===== config.mk =====
export PLATFORM = sky130hd
export DESIGN_NAME = pc_gen
export DESIGN_NICKNAME = d
export VERILOG_FILES = /design/src/rtl/pc_gen.sv
export SDC_FILE = /design/constraint.sdc
export NUM_CORES = 1
export LEC_CHECK = 0
export ABC_AREA = 1
export CAP_MARGIN = 20
export CORE_MARGIN = 5
export CORE_UTILIZATION = 47
export CTS_CLUSTER_SIZE = 12
export DETAILED_ROUTE_END_ITERATION = 10
export GPL_TIMING_DRIVEN = 1
export PLACE_DENSITY = 0.77
export SKIP_LAST_GASP = 1
export SLEW_MARGIN = 15
export SYNTH_ARGS = -nofsm -noshare
export SYNTH_HDL_FRONTEND = slang
export SYNTH_SLANG_ARGS = --single-unit

===== constraint.sdc =====
create_clock -name clk -period 3.3 [get_ports clk]
set_input_delay 0.495 -clock clk [delete_from_list [all_inputs] [get_ports clk]]
set_output_delay 0.495 -clock clk [all_outputs]
set_load 0.01 [all_outputs]

===== src/rtl/pc_gen.sv =====
// -----------------------------------------------------------------------------
// pc_gen : program-counter generator for the RV32 fetch stage.
//
// Produces the registered fetch PC and its instruction-memory word address.
// Redirects are resolved by priority: reset, trap, execute jump (aligned or
// rejected as misaligned), stall, return-address-stack pop, then sequential.
// The return-address stack (RAS) is circular: a push when it is full
// overwrites the oldest entry.
//
// Parameters
//   XLEN       PC width in bits
//   RESET_VEC  PC loaded on reset (low 2 bits must be 0)
//   MEM_AW     instruction-memory word-address width
//   RAS_DEPTH  RAS entries (power of two, >= 2)
//
// Ports
//   clk, reset        rising-edge clock, synchronous active-high reset
//   stall             hold the PC
//   trapEn/trapVect   trap redirect (trapVect[1:0] forced to 0)
//   jumpEn/jumpVect   execute-resolved branch/jump redirect
//   callEn/linkAddr   push linkAddr onto the RAS
//   retEn             predict a return from the RAS top
//   pc                registered fetch PC
//   pcForMem          pc[MEM_AW+1:2], word address for instruction memory
//   enA               memory enable (combinational)
//   misalignErr       one-cycle pulse on a rejected jump
//   misalignAddr      last rejected jumpVect
//   rasUnderflow      one-cycle pulse on a pop from an empty RAS
//   rasCount          number of valid RAS entries
// -----------------------------------------------------------------------------
module pc_gen #(
    parameter int               XLEN      = 32,
    parameter logic [XLEN-1:0]  RESET_VEC = '0,
    parameter int               MEM_AW    = 13,
    parameter int               RAS_DEPTH = 4
) (
    input  logic                        clk,
    input  logic                        reset,
    input  logic                        stall,
    input  logic                        trapEn,
    input  logic [XLEN-1:0]             trapVect,
    input  logic                        jumpEn,
    input  logic [XLEN-1:0]             jumpVect,
    input  logic                        callEn,
    input  logic [XLEN-1:0]             linkAddr,
    input  logic                        retEn,
    output logic [XLEN-1:0]             pc,
    output logic [MEM_AW-1:0]           pcForMem,
    output logic                        enA,
    output logic                        misalignErr,
    output logic [XLEN-1:0]             misalignAddr,
    output logic                        rasUnderflow,
    output logic [$clog2(RAS_DEPTH):0]  rasCount
);

    localparam int PTR_W = $clog2(RAS_DEPTH);
    localparam int CNT_W = PTR_W + 1;
    localparam logic [CNT_W-1:0] FULL_CNT = CNT_W'(RAS_DEPTH);

    // One action per cycle, chosen by the redirect priority (reset is handled
    // directly in the register process and always wins).
    typedef enum logic [2:0] {
        ACT_TRAP,
        ACT_JUMP,
        ACT_MISALIGN,
        ACT_STALL,
        ACT_POP,
        ACT_UNDERFLOW,
        ACT_SEQ
    } action_e;

    // State
    logic [XLEN-1:0]  r_pc;
    logic [XLEN-1:0]  r_ras [RAS_DEPTH];
    logic [PTR_W-1:0] r_wptr;            // next slot to write
    logic [CNT_W-1:0] r_count;
    logic             r_misalign_err;
    logic [XLEN-1:0]  r_misalign_addr;
    logic             r_ras_underflow;

    // Next-state / datapath
    action_e          w_act;
    logic [XLEN-1:0]  w_pc_plus4;
    logic [PTR_W-1:0] w_top_ptr;
    logic [XLEN-1:0]  w_top;
    logic [CNT_W-1:0] w_push_count;
    logic [XLEN-1:0]  w_pc_next;
    logic [PTR_W-1:0] w_wptr_next;
    logic [CNT_W-1:0] w_count_next;
    logic             w_ras_we;
    logic [PTR_W-1:0] w_ras_waddr;
    logic             w_misalign_err_next;
    logic [XLEN-1:0]  w_misalign_addr_next;
    logic             w_ras_underflow_next;

    always_comb begin
        // NOTE: every signal driven here gets a default first so no path
        // leaves it unassigned, which would otherwise infer a latch.
        w_pc_plus4           = r_pc + XLEN'(4);   // wraps modulo 2^XLEN
        w_top_ptr            = r_wptr - PTR_W'(1);
        w_top                = r_ras[w_top_ptr];
        w_push_count         = (r_count == FULL_CNT) ? r_count : r_count + CNT_W'(1);

        w_pc_next            = r_pc;
        w_wptr_next          = r_wptr;
        w_count_next         = r_count;
        w_ras_we             = 1'b0;
        w_ras_waddr          = r_wptr;
        w_misalign_err_next  = 1'b0;
        w_misalign_addr_next = r_misalign_addr;
        w_ras_underflow_next = 1'b0;

        if (trapEn) begin
            w_act = ACT_TRAP;
        end else if (jumpEn && (jumpVect[1:0] == 2'b00)) begin
            w_act = ACT_JUMP;
        end else if (jumpEn) begin
            w_act = ACT_MISALIGN;
        end else if (stall) begin
            w_act = ACT_STALL;
        end else if (retEn && (r_count != '0)) begin
            w_act = ACT_POP;
        end else if (retEn) begin
            w_act = ACT_UNDERFLOW;
        end else begin
            w_act = ACT_SEQ;
        end

        unique case (w_act)
            ACT_TRAP: begin
                w_pc_next    = {trapVect[XLEN-1:2], 2'b00};
                w_count_next = '0;               // flush; count alone marks validity
            end
            ACT_JUMP: begin
                w_pc_next = jumpVect;
                if (callEn) begin                // JAL/JALR link; retEn is squashed
                    w_ras_we     = 1'b1;
                    w_wptr_next  = r_wptr + PTR_W'(1);
                    w_count_next = w_push_count;
                end
            end
            ACT_MISALIGN: begin
                w_misalign_err_next  = 1'b1;
                w_misalign_addr_next = jumpVect;
            end
            ACT_STALL: begin
                // PC and RAS hold
            end
            ACT_POP: begin
                w_pc_next = w_top;
                if (callEn) begin
                    // Pop and push in the same cycle: reuse the popped slot.
                    w_ras_we    = 1'b1;
                    w_ras_waddr = w_top_ptr;
                end else begin
                    w_wptr_next  = w_top_ptr;
                    w_count_next = r_count - CNT_W'(1);
                end
            end
            ACT_UNDERFLOW, ACT_SEQ: begin
                w_pc_next            = w_pc_plus4;
                w_ras_underflow_next = (w_act == ACT_UNDERFLOW);
                if (callEn) begin
                    w_ras_we     = 1'b1;
                    w_wptr_next  = r_wptr + PTR_W'(1);
                    w_count_next = w_push_count;
                end
            end
            default: begin
                // unreachable
            end
        endcase
    end

    // NOTE: sequential state uses non-blocking assignments so every register
    // samples the pre-edge values regardless of statement order.
    always_ff @(posedge clk) begin
        if (reset) begin
            r_pc            <= RESET_VEC;
            r_wptr          <= '0;
            r_count         <= '0;
            r_misalign_err  <= 1'b0;
            r_misalign_addr <= '0;
            r_ras_underflow <= 1'b0;
        end else begin
            r_pc            <= w_pc_next;
            r_wptr          <= w_wptr_next;
            r_count         <= w_count_next;
            r_misalign_err  <= w_misalign_err_next;
            r_misalign_addr <= w_misalign_addr_next;
            r_ras_underflow <= w_ras_underflow_next;
        end
    end

    // NOTE: the RAS storage has no reset; r_count marks which entries are
    // valid, so the array maps onto plain registers/RAM without a reset tree.
    always_ff @(posedge clk) begin
        if (w_ras_we && !reset) begin
            r_ras[w_ras_waddr] <= linkAddr;
        end
    end

    assign pc           = r_pc;
    assign pcForMem     = r_pc[MEM_AW+1:2];
    assign enA          = !reset && (!stall || trapEn || jumpEn);
    assign misalignErr  = r_misalign_err;
    assign misalignAddr = r_misalign_addr;
    assign rasUnderflow = r_ras_underflow;
    assign rasCount     = r_count;

endmodule


==> run_results.csv, run 1 <==
group,metric,value,unit
clock_network,insertion_delay,0.44,ns
worst_setup_path,r2r-end,"pc[31]",
clock_network,ctsResizeCount,0,
synth,syn_area,0.00932,mm2
synth,avgSynthCellArea,8.88,um2
sta,finalHoldViolations,0,
detailed_routing,drc,0,
run_status,status,"completed",
detailed_routing,first_pass_iters,5,
sta,tightestPinTransition,0.631,ns
sta,timing.fmax,0.397,GHz
pwr,total_power,5.98,mW
worst_setup_path,cp_top_family,"buffers and inverters",
synth,syn_nets,1154,
sta,timing.final.crit_period,2.52,ns
floorplan,core,0.0195,mm2
detailed_routing,via_count,8076,
detailed_routing,top_layer,"met4",
grt,grt_usage,23.8,%
worst_setup_path,worstSetupStartpointType,"input port",
grt,antenna_found_initial,1,
clock_network,clkTransAtPathRegs,0.08,ns
detailed_routing,vias_per_cell,5.43,
synth,synth_warnings,0,
worst_setup_path,worst-r2r-setup-slack,1.10,ns
detailed_routing,wirelength,27300,um
grt,grt_max_degree,60,
layout,layout.cells.most_common,"nand2_1",
worst_setup_path,path_cells,"clkdlybuf4s50_1 > a21oi_1 > clkdlybuf4s50_1",
layout,area_delta_synth_final,28.2,%
floorplan,start_util,47.9,%
floorplan,die_x,151,um
floorplan,fp-row-count,51,
min_path,hold_class,"flop to flop",
synth,synth_cell_type_count,44,
pwr,vdd_drop_max,357,uV
detailed_routing,drt_iter0_markers,797,
worst_setup_path,r2r_cells,10,
worst_setup_path,worstSetupPathType,"input port to output port",
layout,layout_common_cells,"nand2_1 (201), clkdlybuf4s50_1 (183), edfxtp_1 (128), nor2_1 (106), inv_1 (95)",
detailed_routing,drtAntennaViolNets,0,
grt,overflow,0,
worst_setup_path,worstPathMaxFanout,10,
flow_run,cap_violations,0,
min_path,hp-start,"misalignAddr[6]",
worst_setup_path,critPathBufInv,2,
grt,grt_pass1_vias,7498,
worst_setup_path,slowest_stage,"clkdlybuf4s50_1",
sta,setup_total_negative_slack,0,ns
layout,drive_above_1_share,6.96,%
detailed_routing,wl_per_cell,18.3,um
detailed_routing,wl_met3,2840,um
clock_network,clock_sinks,199,
worst_setup_path,cp_common_cell,"clkdlybuf4s50_1",
clock_network,cts_inserted_buffers,17,
worst_setup_path,required,2.80,ns
clock_network,cts_setup_buffers,0,
sta,skew,0.00867,ns
layout,nets,1314,
sta,finalCritPeriodShare,76.4,%
floorplan,die_area,0.0227,mm2
pwr,p_per_area,501,mW/mm2
placement,place_congestion,0.951,
floorplan,chipHeight,151,um
synth,synthCells,1049,
sta,drv_slew,0,
pwr,total_leakage_power,4.42,nW
clock_network,clk_path_buf_depth,2,
placement,dpl.hpwl,19200,um
clock_network,holdBufCountCts,0,
detailed_routing,met1_length,11200,um
grt,grt_pass1_wl,41200,um
synth,ys_seq_area_share,56.5,%
placement,portBuffers,183,
sta,rsz0062_at_grt,"no",
min_path,holdPathEnd,"misalignAddr[6]",
min_path,hold_depth,2,
worst_setup_path,endpoint_kind,"output port",
clock_network,cts_root_buffer,"clkbuf_16",
sta,relSlewSlack,57.9,%
worst_setup_path,crit_arrival,2.03,ns
clock_network,cts_tree,"built",
synth,ys_seq_elements,199,
sta,setup_violations,0,
worst_setup_path,max_stage_delay,0.70,ns
worst_setup_path,rr_startpoint,"r_wptr[0]",
detailed_routing,met2WireLength,12800,um
floorplan,boundaryPins,186,
layout,fillCellCount,1633,
clock_network,cts_max_level,4,
[power breakdown]
part	total, mW	switching (mW)	internal [mW]
Combinational	1.04	0.589	0.456
Sequential	2.84	0.0977	2.74
Clock	2.10	0.963	1.13
[registers in the layout, indices dropped and copies added (netlist names)]
register      flops
rasUnderflow      1
misalignAddr     32
r_wptr            2
pc               32
r_ras           128
misalignErr       1
rasCount          3
[per-layer routing]
metal	global-route usage, %	vias up
li1	-	3866
met1	32.8	3755
met2	37.7	418
met3	5.42	37
met4	7.25	0
met5	0	-
[through the flow]
| step | util [%] | worst slack (ns) | cell area, um2 | std cells | hold slack, ns |
|---|---|---|---|---|---|
| 2_1_floorplan | - | 0.0411 | 9320 | 1049 | 0.468 |
| 3_3_place_gp | 58.3 | 0.503 | 11400 | 1455 | 0.431 |
| 3_5_place_dp | 58.3 | 0.440 | 11400 | 1455 | 0.436 |
| 4_1_cts | 61.4 | 0.796 | 11900 | 1487 | 0.447 |
| 5_1_grt | 61.4 | 0.737 | 12000 | 1488 | 0.456 |
| 6_report | 61.4 | 0.779 | 12000 | 1488 | 0.443 |
[worst max-delay path by stage]
| stage | startpoint | end | slack, ns | cells past startpoint |
|---|---|---|---|---|
| 3_3_place_gp | trapEn | r_ras[3][11] | 0.50 | 11 |
| 2_1_floorplan | jumpVect[0] | r_ras[1][0] | 0.04 | 9 |
| 5_1_grt | reset | enA | 0.74 | 3 |
| 6_report | reset | enA | 0.78 | 3 |
| 4_1_cts | reset | enA | 0.80 | 3 |
| 3_5_place_dp | jumpEn | r_ras[3][0] | 0.44 | 11 |
[tightest hold or removal path, stage by stage (launching register included)]
cell and delay, ns:
dfxtp_1 0.31, inv_1 0.04, a21oi_1 0.04
[synth_stat cells]
cell type	count	area [um2]
inv_2	3	11.3
buf_1	1	3.75
o21ai_0	93	465
xnor2_1	3	26.3
nand3_1	89	445
nor3_2	1	10.0
buf_4	16	120
nand3b_1	2	15.0
o21ai_1	8	40.0
ha_1	1	12.5
inv_1	95	357
nor2_2	2	12.5
nor4_1	3	18.8
o221ai_1	1	8.76
a21o_1	1	7.51
nand2b_1	1	6.26
a22oi_1	14	105
nand4_4	1	21.3
nand2_1	201	754
fa_1	1	20.0
nand3_4	1	17.5
a21oi_1	85	425
nand3_2	3	30.0
mux2i_1	2	20.0
nand2_2	6	37.5
o21bai_1	2	15.0
buf_2	23	115
buf_8	1	15.0
nand4_1	18	113
inv_4	1	6.26
xor2_1	7	61.3
o211ai_1	5	37.5
nand2_4	3	33.8
clkinv_1	1	3.75
nor3_1	14	70.1
clkbuf_1	22	82.6
nor2_1	110	413
edfxtp_1	128	3840
buf_6	2	22.5
o21a_1	1	7.51
dfxtp_1	71	1420
nor2_4	3	33.8
or2_2	2	12.5
nor2_8	1	20.0
[logic make-up after synthesis]
| kind of cell | share of synthesized area (%) |
|---|---|
| multiplexers | 0.215 |
| adder cells (fa/ha/maj) | 0.349 |
| XOR/XNOR | 0.940 |
| AO/OA/AOI/OAI | 11.9 |
| buffers and inverters | 7.91 |
| flip-flops | 56.5 |
| AND/OR/NAND/NOR | 22.2 |
[cell type report]
class                           count  area, um2  share of cell area [%]
Clock inverter                     15        166                    1.39
Antenna cell                        1       2.50                  0.0209
Clock buffer                       17        425                    3.56
Inverter                          100        378                    3.16
Sequential cell                   199       5270                    44.1
Multi-Input combinational cell    685       3330                    27.8
Tap cell                          265        332                    2.77
Timing Repair Buffer              206       2050                    17.2
No activity file was read; power rests on OpenSTA's default activity.
==> inputs of run 2 (changes only) <==
--- a/config.mk
+++ b/config.mk
@@ -8,11 +8,11 @@
 export ABC_AREA = 1
 export CAP_MARGIN = 20
 export CORE_MARGIN = 5
-export CORE_UTILIZATION = 47
+export CORE_UTILIZATION = 52
 export CTS_CLUSTER_SIZE = 12
 export DETAILED_ROUTE_END_ITERATION = 10
 export GPL_TIMING_DRIVEN = 1
-export PLACE_DENSITY = 0.77
+export PLACE_DENSITY = 0.8
 export SKIP_LAST_GASP = 1
 export SLEW_MARGIN = 15
 export SYNTH_ARGS = -nofsm -noshare
==> constraint.sdc (replaced) <==
create_clock -name clk -period 2.4 [get_ports clk]
set_input_delay 0.36 -clock clk [delete_from_list [all_inputs] [get_ports clk]]
set_output_delay 0.36 -clock clk [all_outputs]
set_load 0.01 [all_outputs]
==> run_results.csv, run 2 (synthesized netlist as in run 1, its figures left out) <==
group,metric,value,unit
pwr,swShare,28.2,%
worst_setup_path,crit_arrival,2.36,ns
layout,layout.cells.most_common,"nand2_1",
floorplan,core,0.0178,mm2
layout,drive_above_1_share,9.91,%
detailed_routing,vias_per_cell,5.53,
clock_network,clk_path_buf_depth,2,
pwr,p_clk_share,33.5,%
worst_setup_path,setup.worst_path.end,"r_ras[3][6]",
sta,timing.fmax,0.447,GHz
pwr,total_leakage_power,4.63,nW
worst_setup_path,rr_startpoint,"pc[3]",
flow_run,cap_violations,0,
detailed_routing,drtAntennaViolNets,0,
layout,nets,1353,
sta,rsz0062_at_grt,"no",
worst_setup_path,worst-r2r-setup-slack,0.31,ns
grt,grt_pass1_wl,42200,um
worst_setup_path,r2r-end,"pc[20]",
layout,final_cell_count_no_fill,1490,
sta,finalHoldViolations,0,
worst_setup_path,endpoint_kind,"flop",
grt,grt_usage,26.6,%
worst_setup_path,worstSetupStartpointType,"input port",
detailed_routing,via_count,8241,
detailed_routing,wirelength,27500,um
detailed_routing,drt_iter0_markers,880,
floorplan,die_area,0.0207,mm2
pwr,p_per_area,668,mW/mm2
run_status,status,"completed",
worst_setup_path,cp-startpoint,"trapEn",
layout,largest_reg_flops,128,
layout,layout_common_cells,"nand2_1 (201), clkdlybuf4s50_1 (183), edfxtp_1 (128), nor2_1 (106), inv_1 (95)",
layout,fillCellCount,1389,
pwr,p_int,5.86,mW
placement,portBuffers,183,
sta,finalCritPeriodShare,93.1,%
worst_setup_path,r2r_cells,10,
detailed_routing,first_pass_iters,5,
worst_setup_path,worstPathMaxFanout,32,
sta,tightestPinTransition,0.549,ns
grt,grt_max_degree,52,
worst_setup_path,worstSetupPathType,"input port to flop",
grt,overflow,0,
floorplan,fp-row-count,49,
sta,timing.final.crit_period,2.23,ns
layout,num_antenna_cells,0,
sta,drv_slew,0,
clock_network,cts_max_level,4,
min_path,hp-start,"misalignAddr[1]",
clock_network,clkTransAtPathRegs,0.07,ns
detailed_routing,drc,0,
grt,grt_pass1_vias,7681,
placement,dp_cells,1458,
worst_setup_path,required,2.52,ns
min_path,hold_class,"flop to flop",
placement,dpl.hpwl,20200,um
pwr,power.share.combinational,18.8,%
clock_network,cts_tree,"built",
pwr,vdd_drop_max,594,uV
floorplan,die_x,144,um
placement,place_congestion,1.00,
clock_network,cts_root_buffer,"clkbuf_16",
sta,setup_violations,0,
pwr,total_power,8.17,mW
clock_network,clock_sinks,199,
sta,relSlewSlack,63.1,%
detailed_routing,wl_per_cell,18.5,um
clock_network,insertion_delay,0.43,ns
pwr,seqPwrFrac,47.6,%
floorplan,boundaryPins,186,
sta,skew,0.00946,ns
floorplan,chipHeight,144,um
clock_network,cts_inserted_buffers,17,
layout,area_delta_synth_final,31.2,%
grt,antenna_found_initial,0,
floorplan,start_util,52.4,%
pwr,switching_power,2.31,mW
layout,top_register,"r_ras",
run 2: changes by cell type in the layout (fill, tap and decap cells not counted), sizes merged:
cell / before / now
buf: 23 / 62
bufinv: 2 / 0
clkbuf: 17 / 19
clkinv: 6 / 4
clkinvlp: 3 / 1
diode: 1 / 0
inv: 104 / 108
run 2: area by class of cell:
cell class	count	area, um2	share of cell area, %
multi-input combinational	685	3340	27.3
tap	229	287	2.34
clock buffer	19	443	3.62
sequential	199	5270	43.0
clock inverter	13	111	0.910
inverter	100	378	3.09
timing repair buffer	245	2410	19.7
run 2: worst min-delay path by stage:
stage          depth (start not counted)  slack (ns)         endpoint
2_1_floorplan                          0        0.46      r_ras[0][0]
3_3_place_gp                           2        0.43  misalignAddr[6]
3_5_place_dp                           2        0.44  misalignAddr[1]
4_1_cts                                2        0.44  misalignAddr[1]
5_1_grt                                2        0.46  misalignAddr[0]
6_report                               2        0.44  misalignAddr[1]
run 2: timing repair:
item	4_1_cts	5_1_grt
setup buffers	0	0
hold buffers	0	0
gates resized for setup	0	1
endpoints found under the setup margin	0	32
run 2: metal layers:
metal	up-vias	share of wire, %	GRT usage (%)
met3	44	9.1	4.79
li1	3936	-	-
met5	-	0	0
met2	399	49	44.9
met1	3862	40	35.6
met4	0	2.0	7.33
run 2: stage by stage:
| stage | hold slack (ns) | cell area (um2) | TNS, ns | worst slack, ns | utilization [%] |
|---|---|---|---|---|---|
| final | 0.443 | 12200 | 0 | 0.165 | 68.8 |
| after global routing | 0.456 | 12200 | 0 | 0.0460 | 68.8 |
| after CTS | 0.444 | 12200 | 0 | 0.108 | 68.8 |
| after detailed placement | 0.435 | 11700 | -33.87 | -0.317 | 65.6 |
| after global placement | 0.430 | 11700 | -25.67 | -0.253 | 65.6 |
| after floorplan | 0.459 | 9330 | -19.70 | -0.216 | - |
run 2: power groups by stage:
stage	Clock, mW	Sequential [mW]	Combinational (mW)
final	2.74	3.89	1.54
after CTS	2.76	3.89	1.53
after floorplan	0	4.00	0.706
after detailed placement	0	3.97	1.52
after global placement	0	3.96	1.49
after global routing	2.92	3.91	1.67
run 2: critical path: stages:
cell             delay, ns
clkdlybuf4s50_1       0.59
inv_2                 0.08
nand3_2               0.11
buf_4                 0.14
nand4_4               0.11
nor2_4                0.13
nand2_2               0.09
xor2_1                0.16
nand2b_1              0.18
nor2_2                0.15
buf_12                0.23
